--- config.mk ---
export PLATFORM = sky130hd
export DESIGN_NAME = piece_bag_queue
export DESIGN_NICKNAME = d
export VERILOG_FILES = /design/src/rtl/piece_bag_queue.sv
export SDC_FILE = /design/constraint.sdc
export NUM_CORES = 1
export LEC_CHECK = 0
export BUFFER_PORTS_ARGS = -buffer_cell sky130_fd_sc_hd__buf_2
export CAP_MARGIN = 5
export CORE_ASPECT_RATIO = 0.75
export CORE_MARGIN = 10
export CORE_UTILIZATION = 35
export CTS_CLUSTER_SIZE = 40
export DETAILED_ROUTE_END_ITERATION = 12
export PLACE_DENSITY = 0.57
export SLEW_MARGIN = 20
export SYNTH_ARGS = -nofsm -noshare
export SYNTH_HDL_FRONTEND = slang
export SYNTH_SLANG_ARGS = --single-unit
--- constraint.sdc ---
create_clock -name Clk -period 3.6 [get_ports Clk]
set_clock_uncertainty 0.2 [all_clocks]
set_input_delay 0.36 -clock Clk [delete_from_list [all_inputs] [get_ports Clk]]
set_output_delay 0.36 -clock Clk [all_outputs]
set_load 0.05 [all_outputs]
--- src/rtl/piece_bag_queue.sv ---
// 7-bag tetromino source: LFSR-driven picks feed a 3-entry lookahead queue
// whose head is the next piece to spawn and whose tail drives the preview.
module piece_bag_queue #(
    parameter logic [15:0] SEED      = 16'hACE1,
    parameter int          MAX_TRIES = 8,
    parameter logic [2:0]  START_IDX = 3'd5
) (
    input  logic       Clk,
    input  logic       Reset,
    input  logic       new_block,
    input  logic [2:0] new_move,
    output logic [2:0] block_idx,
    output logic [5:0] next_preview,
    output logic       queue_valid,
    output logic       queue_full,
    output logic       underflow
);

    typedef enum logic {S_IDLE, S_PICK} state_t;

    localparam logic [6:0]  MASK_FULL  = 7'h7F;
    localparam logic [6:0]  MASK_START = MASK_FULL & ~(7'd1 << START_IDX);
    localparam logic [3:0]  TRY_LIMIT  = 4'(MAX_TRIES - 1);
    localparam logic [15:0] LFSR_TAPS  = 16'hB400;

    state_t           r_state;
    state_t           w_state_next;
    logic [15:0]      r_lfsr;
    logic [2:0][2:0]  r_q;
    logic [1:0]       r_count;
    logic [6:0]       r_mask;
    logic [3:0]       r_tries;
    logic             r_underflow;

    logic [15:0]      w_lfsr_mixed;
    logic [15:0]      w_lfsr_next;
    logic [2:0]       w_cand;
    logic [7:0]       w_mask8;
    logic             w_cand_ok;
    logic             w_push;
    logic [2:0]       w_pick;
    logic [3:0]       w_tries_next;
    logic             w_pop;
    logic [1:0]       w_push_idx;
    logic [2:0][2:0]  w_q_next;
    logic [1:0]       w_count_next;
    logic [6:0]       w_mask_clr;
    logic [6:0]       w_mask_next;

    function automatic logic [15:0] lfsr_step(input logic [15:0] s);
        return s[0] ? ((s >> 1) ^ LFSR_TAPS) : (s >> 1);
    endfunction

    function automatic logic [2:0] lowest_set(input logic [6:0] m);
        logic [2:0] idx;
        idx = 3'd0;
        for (int i = 6; i >= 0; i--) begin
            if (m[i]) idx = 3'(i);
        end
        return idx;
    endfunction

    // An all-zero LFSR would lock up, so that case reloads the seed.
    always_comb begin
        w_lfsr_mixed = lfsr_step(r_lfsr) ^ {13'b0, new_move};
        w_lfsr_next  = (w_lfsr_mixed == 16'd0) ? SEED : w_lfsr_mixed;
    end

    // Bit 7 of the widened mask is always zero, so candidate 7 is rejected.
    always_comb begin
        w_cand    = r_lfsr[2:0];
        w_mask8   = {1'b0, r_mask};
        w_cand_ok = w_mask8[w_cand];
    end

    always_comb begin
        w_state_next = r_state;
        w_push       = 1'b0;
        w_pick       = w_cand;
        w_tries_next = r_tries;
        case (r_state)
            S_IDLE: begin
                if (r_count != 2'd3) w_state_next = S_PICK;
            end
            S_PICK: begin
                if (w_cand_ok) begin
                    w_push       = 1'b1;
                    w_tries_next = 4'd0;
                    w_state_next = S_IDLE;
                end else if (r_tries + 4'd1 == TRY_LIMIT) begin
                    w_push       = 1'b1;
                    w_pick       = lowest_set(r_mask);
                    w_tries_next = 4'd0;
                    w_state_next = S_IDLE;
                end else begin
                    w_tries_next = r_tries + 4'd1;
                end
            end
            default: w_state_next = S_IDLE;
        endcase
    end

    // Pop shifts first; a simultaneous push lands just behind the survivors.
    always_comb begin
        w_pop      = new_block && (r_count != 2'd0);
        w_push_idx = w_pop ? (r_count - 2'd1) : r_count;
        w_q_next   = r_q;
        if (w_pop) begin
            w_q_next[0] = r_q[1];
            w_q_next[1] = r_q[2];
        end
        if (w_push) begin
            case (w_push_idx)
                2'd0:    w_q_next[0] = w_pick;
                2'd1:    w_q_next[1] = w_pick;
                2'd2:    w_q_next[2] = w_pick;
                default: w_q_next    = w_q_next;
            endcase
        end
        w_count_next = r_count;
        if (w_push && !w_pop) w_count_next = r_count + 2'd1;
        if (w_pop && !w_push) w_count_next = r_count - 2'd1;
        w_mask_clr  = r_mask & ~(7'd1 << w_pick);
        w_mask_next = r_mask;
        if (w_push) w_mask_next = (w_mask_clr == 7'd0) ? MASK_FULL : w_mask_clr;
    end

    always_ff @(posedge Clk) begin
        if (Reset) begin
            r_state     <= S_IDLE;
            r_lfsr      <= SEED;
            r_q         <= {START_IDX, START_IDX, START_IDX};
            r_count     <= 2'd0;
            r_mask      <= MASK_START;
            r_tries     <= 4'd0;
            r_underflow <= 1'b0;
        end else begin
            r_state     <= w_state_next;
            r_lfsr      <= w_lfsr_next;
            r_q         <= w_q_next;
            r_count     <= w_count_next;
            r_mask      <= w_mask_next;
            r_tries     <= w_tries_next;
            if (new_block && (r_count == 2'd0)) r_underflow <= 1'b1;
            assert (!(w_push && (r_count == 2'd3) && !w_pop));
        end
    end

    assign block_idx    = r_q[0];
    assign next_preview = {r_q[2], r_q[1]};
    assign queue_valid  = (r_count != 2'd0);
    assign queue_full   = (r_count == 2'd3);
    assign underflow    = r_underflow;

endmodule
# Word level (Yosys, flattened, before mapping)

Index checks and enable logic that the tools add are counted.
Widths: inputs -> output; s select.

Register bits: 40
Input bits: 6
Output and inout port bits: 12

$add $sub $neg: 3
Magnitude comparators: 1
Equal/unequal tests: 5
Shifts and indexed selects: 1
Multiplexer cells: 30
Bitwise logic cells: 5
Reductions and logical operators: 14

Operator list:

| cell                | number |
|---|---|
| $mux 3              | 12 |
| $logic_not 16->1    | 1 |
| $mux 16             | 1 |
| $xor 16x3->16       | 1 |
| $mux 6              | 2 |
| $mux 4              | 2 |
| $and 7x7->7         | 1 |
| $logic_not 7->1     | 1 |
| $mux 1              | 7 |
| $mux 7              | 1 |
| $not 7->7           | 1 |
| $shl 1x3->7 const A | 1 |
| $mux 2              | 3 |
| $add 4x1->4 const B | 1 |
| $eq 2x2->1 const B  | 2 |
| $eq 4x3->1 const B  | 1 |
| $logic_and 1x1->1   | 4 |
| $logic_not 2->1     | 2 |
| $lt 3x4->1 const B  | 1 |
| $not 3->4           | 1 |
| $reduce_bool 2->1   | 2 |
| $bmux 1 s3          | 1 |
| $add 2x1->2 const B | 1 |
| $eq 2x1->1 const B  | 1 |
| other kinds (7)     | 8 |

# Longest topological paths before layout

Depth after elaboration: 15
Gate-level depth with buffers: 11

# Worst setup path before layout

OpenSTA, ideal clock, no wires.

Kind: register to register
From: reg r_tries[0]
To: reg r_mask[5]
Arrival time: 2.534 ns
Data required time: 3.304 ns
Setup slack: 0.770 ns
Cell stages (with the launch flop): 9
Clock period less this slack: 2.830 ns
Cell sequence: dfxtp_1 > ha_1 > and3b_2 > a31oi_4 > nor4_4 > mux2_2 > nor4_1 > nor4_4 > o41ai_2

Longest elaborated chain between the ends: 10

Ends and longest elaborated chain:

| item                   | line | text |
|---|---|---|
| from (decl)            | 32   | `logic [3:0] r_tries;` |
| from (signal assigned) | 143  | `r_tries <= w_tries_next;` |
| $add 4x1->4 *          | 90   | `end else if (r_tries + 4'd1 == TRY_LIMIT) begin` |
| $eq 4x3->1 *           | 90   |  |
| $mux 3                 | 90   |  |
| $mux 3                 | 86   | `if (w_cand_ok) begin` |
| $mux 3                 | 81   | `case (r_state)` |
| $shl 1x3->7            | 123  | `w_mask_clr = r_mask & ~(7'd1 << w_pick);` |
| $not 7->7              | 123  |  |
| $and 7x7->7            | 123  |  |
| $logic_not 7->1        | 125  | `if (w_push) w_mask_next = (w_mask_clr == 7'd0) ? MASK_FULL : w_mask_clr;` |
| $mux 7                 | 125  |  |
| to (signal assigned)   | 142  | `r_mask <= w_mask_next;` |
| to (decl)              | 31   | `logic [6:0] r_mask;` |

Every way passes the cells marked *; elsewhere a longest branch is shown, timed or not.
A chain may end at the register's enable or synchronous reset.

# Worst setup path after layout

From: reg r_tries[0]
To: reg r_mask[3]

The elaborated chain is that of the path after synthesis.

==> results.py <==
metrics = {
    "routing": {
        "vias": 1719,
        "drc": 0,
        "dr.pass1.iters": 4,
        "routed_wl_um": 4765,
        "drtAntennaViolNets": 0,
        "viasPerCell": 5.225,
        "wl_per_cell_um": 14.48,
        "drt_iter0_drc": 81,
    },
    "synth": {
        "synth_fp_nets": 246,
        "synth.top_cell.area_share_pct": 38.28,
        "avgSynthCellArea_um2": 8.902,
        "synth_ff_type": "dfxtp_1",
        "synth_edf_count": 0,
        "synthesis.instances": 235,
        "synth_area_um2": 2092,
        "seq_area_frac_synth_pct": 38.28,
        "synthDistinctLibCells": 48,
        "synth_async_sr_flop_share_pct": 0,
        "ys_seq_elements": 40,
        "synth_warnings": 0,
        "yosysTopAreaCell": "dfxtp_1",
        "synth.top_cells.by_area": "dfxtp_1 (38%), mux2i_1 (4.8%), nand2_1 (4.7%)",
    },
    "cts": {
        "post-cts-setup-buffers": 0,
        "cts_inserted_buffers": 5,
        "cts_buffer_depth": 2,
        "cts_tree": "done",
        "clk_pin_slew_ns": 0.08,
        "cts_root_buf": "clkbuf_8",
        "cts_sinks": 40,
        "ctsResizeCount": 0,
        "cts-hold-fix-buffers": 0,
        "htree_levels": 2,
        "clkLatencyLatePin_ns": 0.30,
    },
    "global_route": {
        "grt_pass1_wl_um": 8114,
        "grt_overflow": 0,
        "grt_pass1_vias": 1648,
        "grt_max_degree": 17,
        "track_usage_pct": 10.46,
        "antenna_found_initial": 0,
    },
    "power_and_ir_drop": {
        "p_int_w": 0.0009880,
        "p_sw_w": 0.0005193,
        "swShare_pct": 34.45,
        "combPwrFrac_pct": 29.0,
        "p_clk_share_pct": 34.1,
        "power_density_nw_per_um2": 627.8,
        "vdd_drop_max_mv": 0.4137,
        "p_leak_nw": 0.9347,
        "pwr-share-seq_pct": 36.9,
    },
    "floorplan": {
        "start_util_pct": 36.10,
        "fp.dieH_um": 86.96,
        "core-area_um2": 5796,
        "fp.dieW_um": 109.3,
        "std_cell_rows": 24,
        "die_area_um2": 9502,
        "io-pin-count": 18,
    },
    "layout": {
        "num_antenna_cells": 0,
        "layout_common_cells": "dfxtp_1 (40), nand2_1 (26), nor2_1 (25)",
        "nets": 261,
        "areaGrowthSynthToFinish_pct": 14.77,
        "drive_above_1_share_pct": 17.93,
        "final_common_cell": "dfxtp_1",
        "nFillCells": 594,
    },
    "sta": {
        "rsz0062_at_grt": "false",
        "hold_violations": 0,
        "setup_violations": 0,
        "slew_headroom_pct": 36.55,
        "tightest_slew_ns": 0.9393,
        "max_freq_ghz": 0.3259,
        "final.setup.tns_ns": 0,
        "maxSlewViolCount": 0,
        "period_share_pct": 85.23,
        "min_period_ns": 3.068,
        "fin_ws_ns": 0.5317,
    },
    "critical_path": {
        "required_ns": 3.55,
        "crit_chain": "ha_1 -> and4bb_1 -> a31oi_4 -> nor4_4 -> mux2i_1 -> nor4_1 -> nor4_4 -> o311ai_1",
        "start_kind": "flop",
        "crit_type": "reg -> reg",
        "critPathMaxFanout": 7,
        "critPathSlowestCell": "nor4_4",
        "max_stage_delay_ns": 0.51,
        "cpMostUsedCell": "nor4_4",
        "endpoint_kind": "flop",
        "worstPathArrival_ns": 3.02,
    },
    "run_status": {
        "status": "finished clean",
    },
    "place": {
        "pre_cts_slack_ns": 0.5593,
        "gp_congestion": 0.8395,
        "hpwl_um": 3318,
        "portBuffers": 17,
    },
    "job": {
        "drv_cap": 0,
    },
    "worst_hold_path": {
        "hold_class": "in -> reg",
    },
}
## worst max-delay path, delay by kind of cell, from the launching register on
kind            cells  cell delay (ns)
compound gates      2             0.23
simple gates        4             1.39
fa+ha+maj           1             0.26
mux                 1             0.41
flops               1             0.44
## power by group through the flow
stage,clock network [W],registers (W),logic [W]
after floorplan,0,0.000626,0.000279
after global placement,0,0.000565,0.000433
after detailed placement,0,0.000564,0.000438
after CTS,0.000525,0.000555,0.000441
after global routing,0.000537,0.000566,0.000489
final,0.000514,0.000557,0.000437
## routing by layer
layer  up-vias  GRT usage [%]  part of all wire [%]
met5         -              0                     0
met4         0          3.184                  0.92
met3         5          3.476                   5.7
met2        43          14.30                    41
met1       796          14.94                    53
li1        875              -                     -
## state kept, by name, indices dropped and copies added, names as in the netlist
signal,count
r_mask,7
r_count,2
block_idx,3
next_preview,6
r_state,1
r_lfsr,16
r_tries,4
underflow,1
## synth_stat cells, drive strengths merged (3+ instances only)
library cell,count
nand3,3
dfxtp,40
or3,3
o211ai,3
nor3,6
mux2,6
a21oi,7
nand2b,8
mux2i,10
nor2,25
ha,5
o311ai,7
nand2,26
xnor2,5
clkbuf,8
xor2,3
inv,13
buf,3
o21ai,3
nor4,8
o31ai,11
and2,6
## path summary, 6_finish.rpt
path | start | end | slack (ns) | depth (start not counted)
worst min-delay path | new_block | underflow | 0.11 | 3
worst min register to register | r_lfsr[15] | r_lfsr[14] | 0.25 | 1
worst max-delay path | r_tries[0] | r_mask[3] | 0.53 | 8
worst max register to register | r_tries[0] | r_mask[3] | 0.53 | 8
## stage by stage
step                      total power (W)  instances  instance area (um^2)  util [%]  hold slack (ns)
after floorplan                 0.0009048        235                  2092         -           0.2032
after global placement          0.0009978        321                  2242     38.69           0.2299
after detailed placement         0.001002        321                  2242     38.69           0.2249
after CTS                        0.001520        329                  2401     41.43           0.1103
after global routing             0.001591        329                  2401     41.43           0.1282
final                            0.001507        329                  2401     41.43           0.1122
## kinds of logic after synthesis
| family | after synthesis | share of synthesized area (%) |
|---|---|---|
| DFF | 40 | 38.28 |
| xor gates and xnor gates | 8 | 3.349 |
| muxes | 16 | 8.014 |
| AOI/OAI and AO/OA | 46 | 18.30 |
| adders and majority gates | 5 | 2.990 |
| and+or+nand+nor | 96 | 24.46 |
| buffers and inverters | 24 | 4.605 |
## area by class of cell
cell class	count	area (um^2)	area share, %
Clock inverter	3	90.09	3.752
Inverter	13	48.80	2.032
Clock buffer	5	68.82	2.866
Timing Repair Buffer	19	100.1	4.169
Tap cell	78	97.59	4.065
Multi-Input combinational cell	171	1195	49.77
Sequential cell	40	800.8	33.35
(Power assumes the default switching activity.)
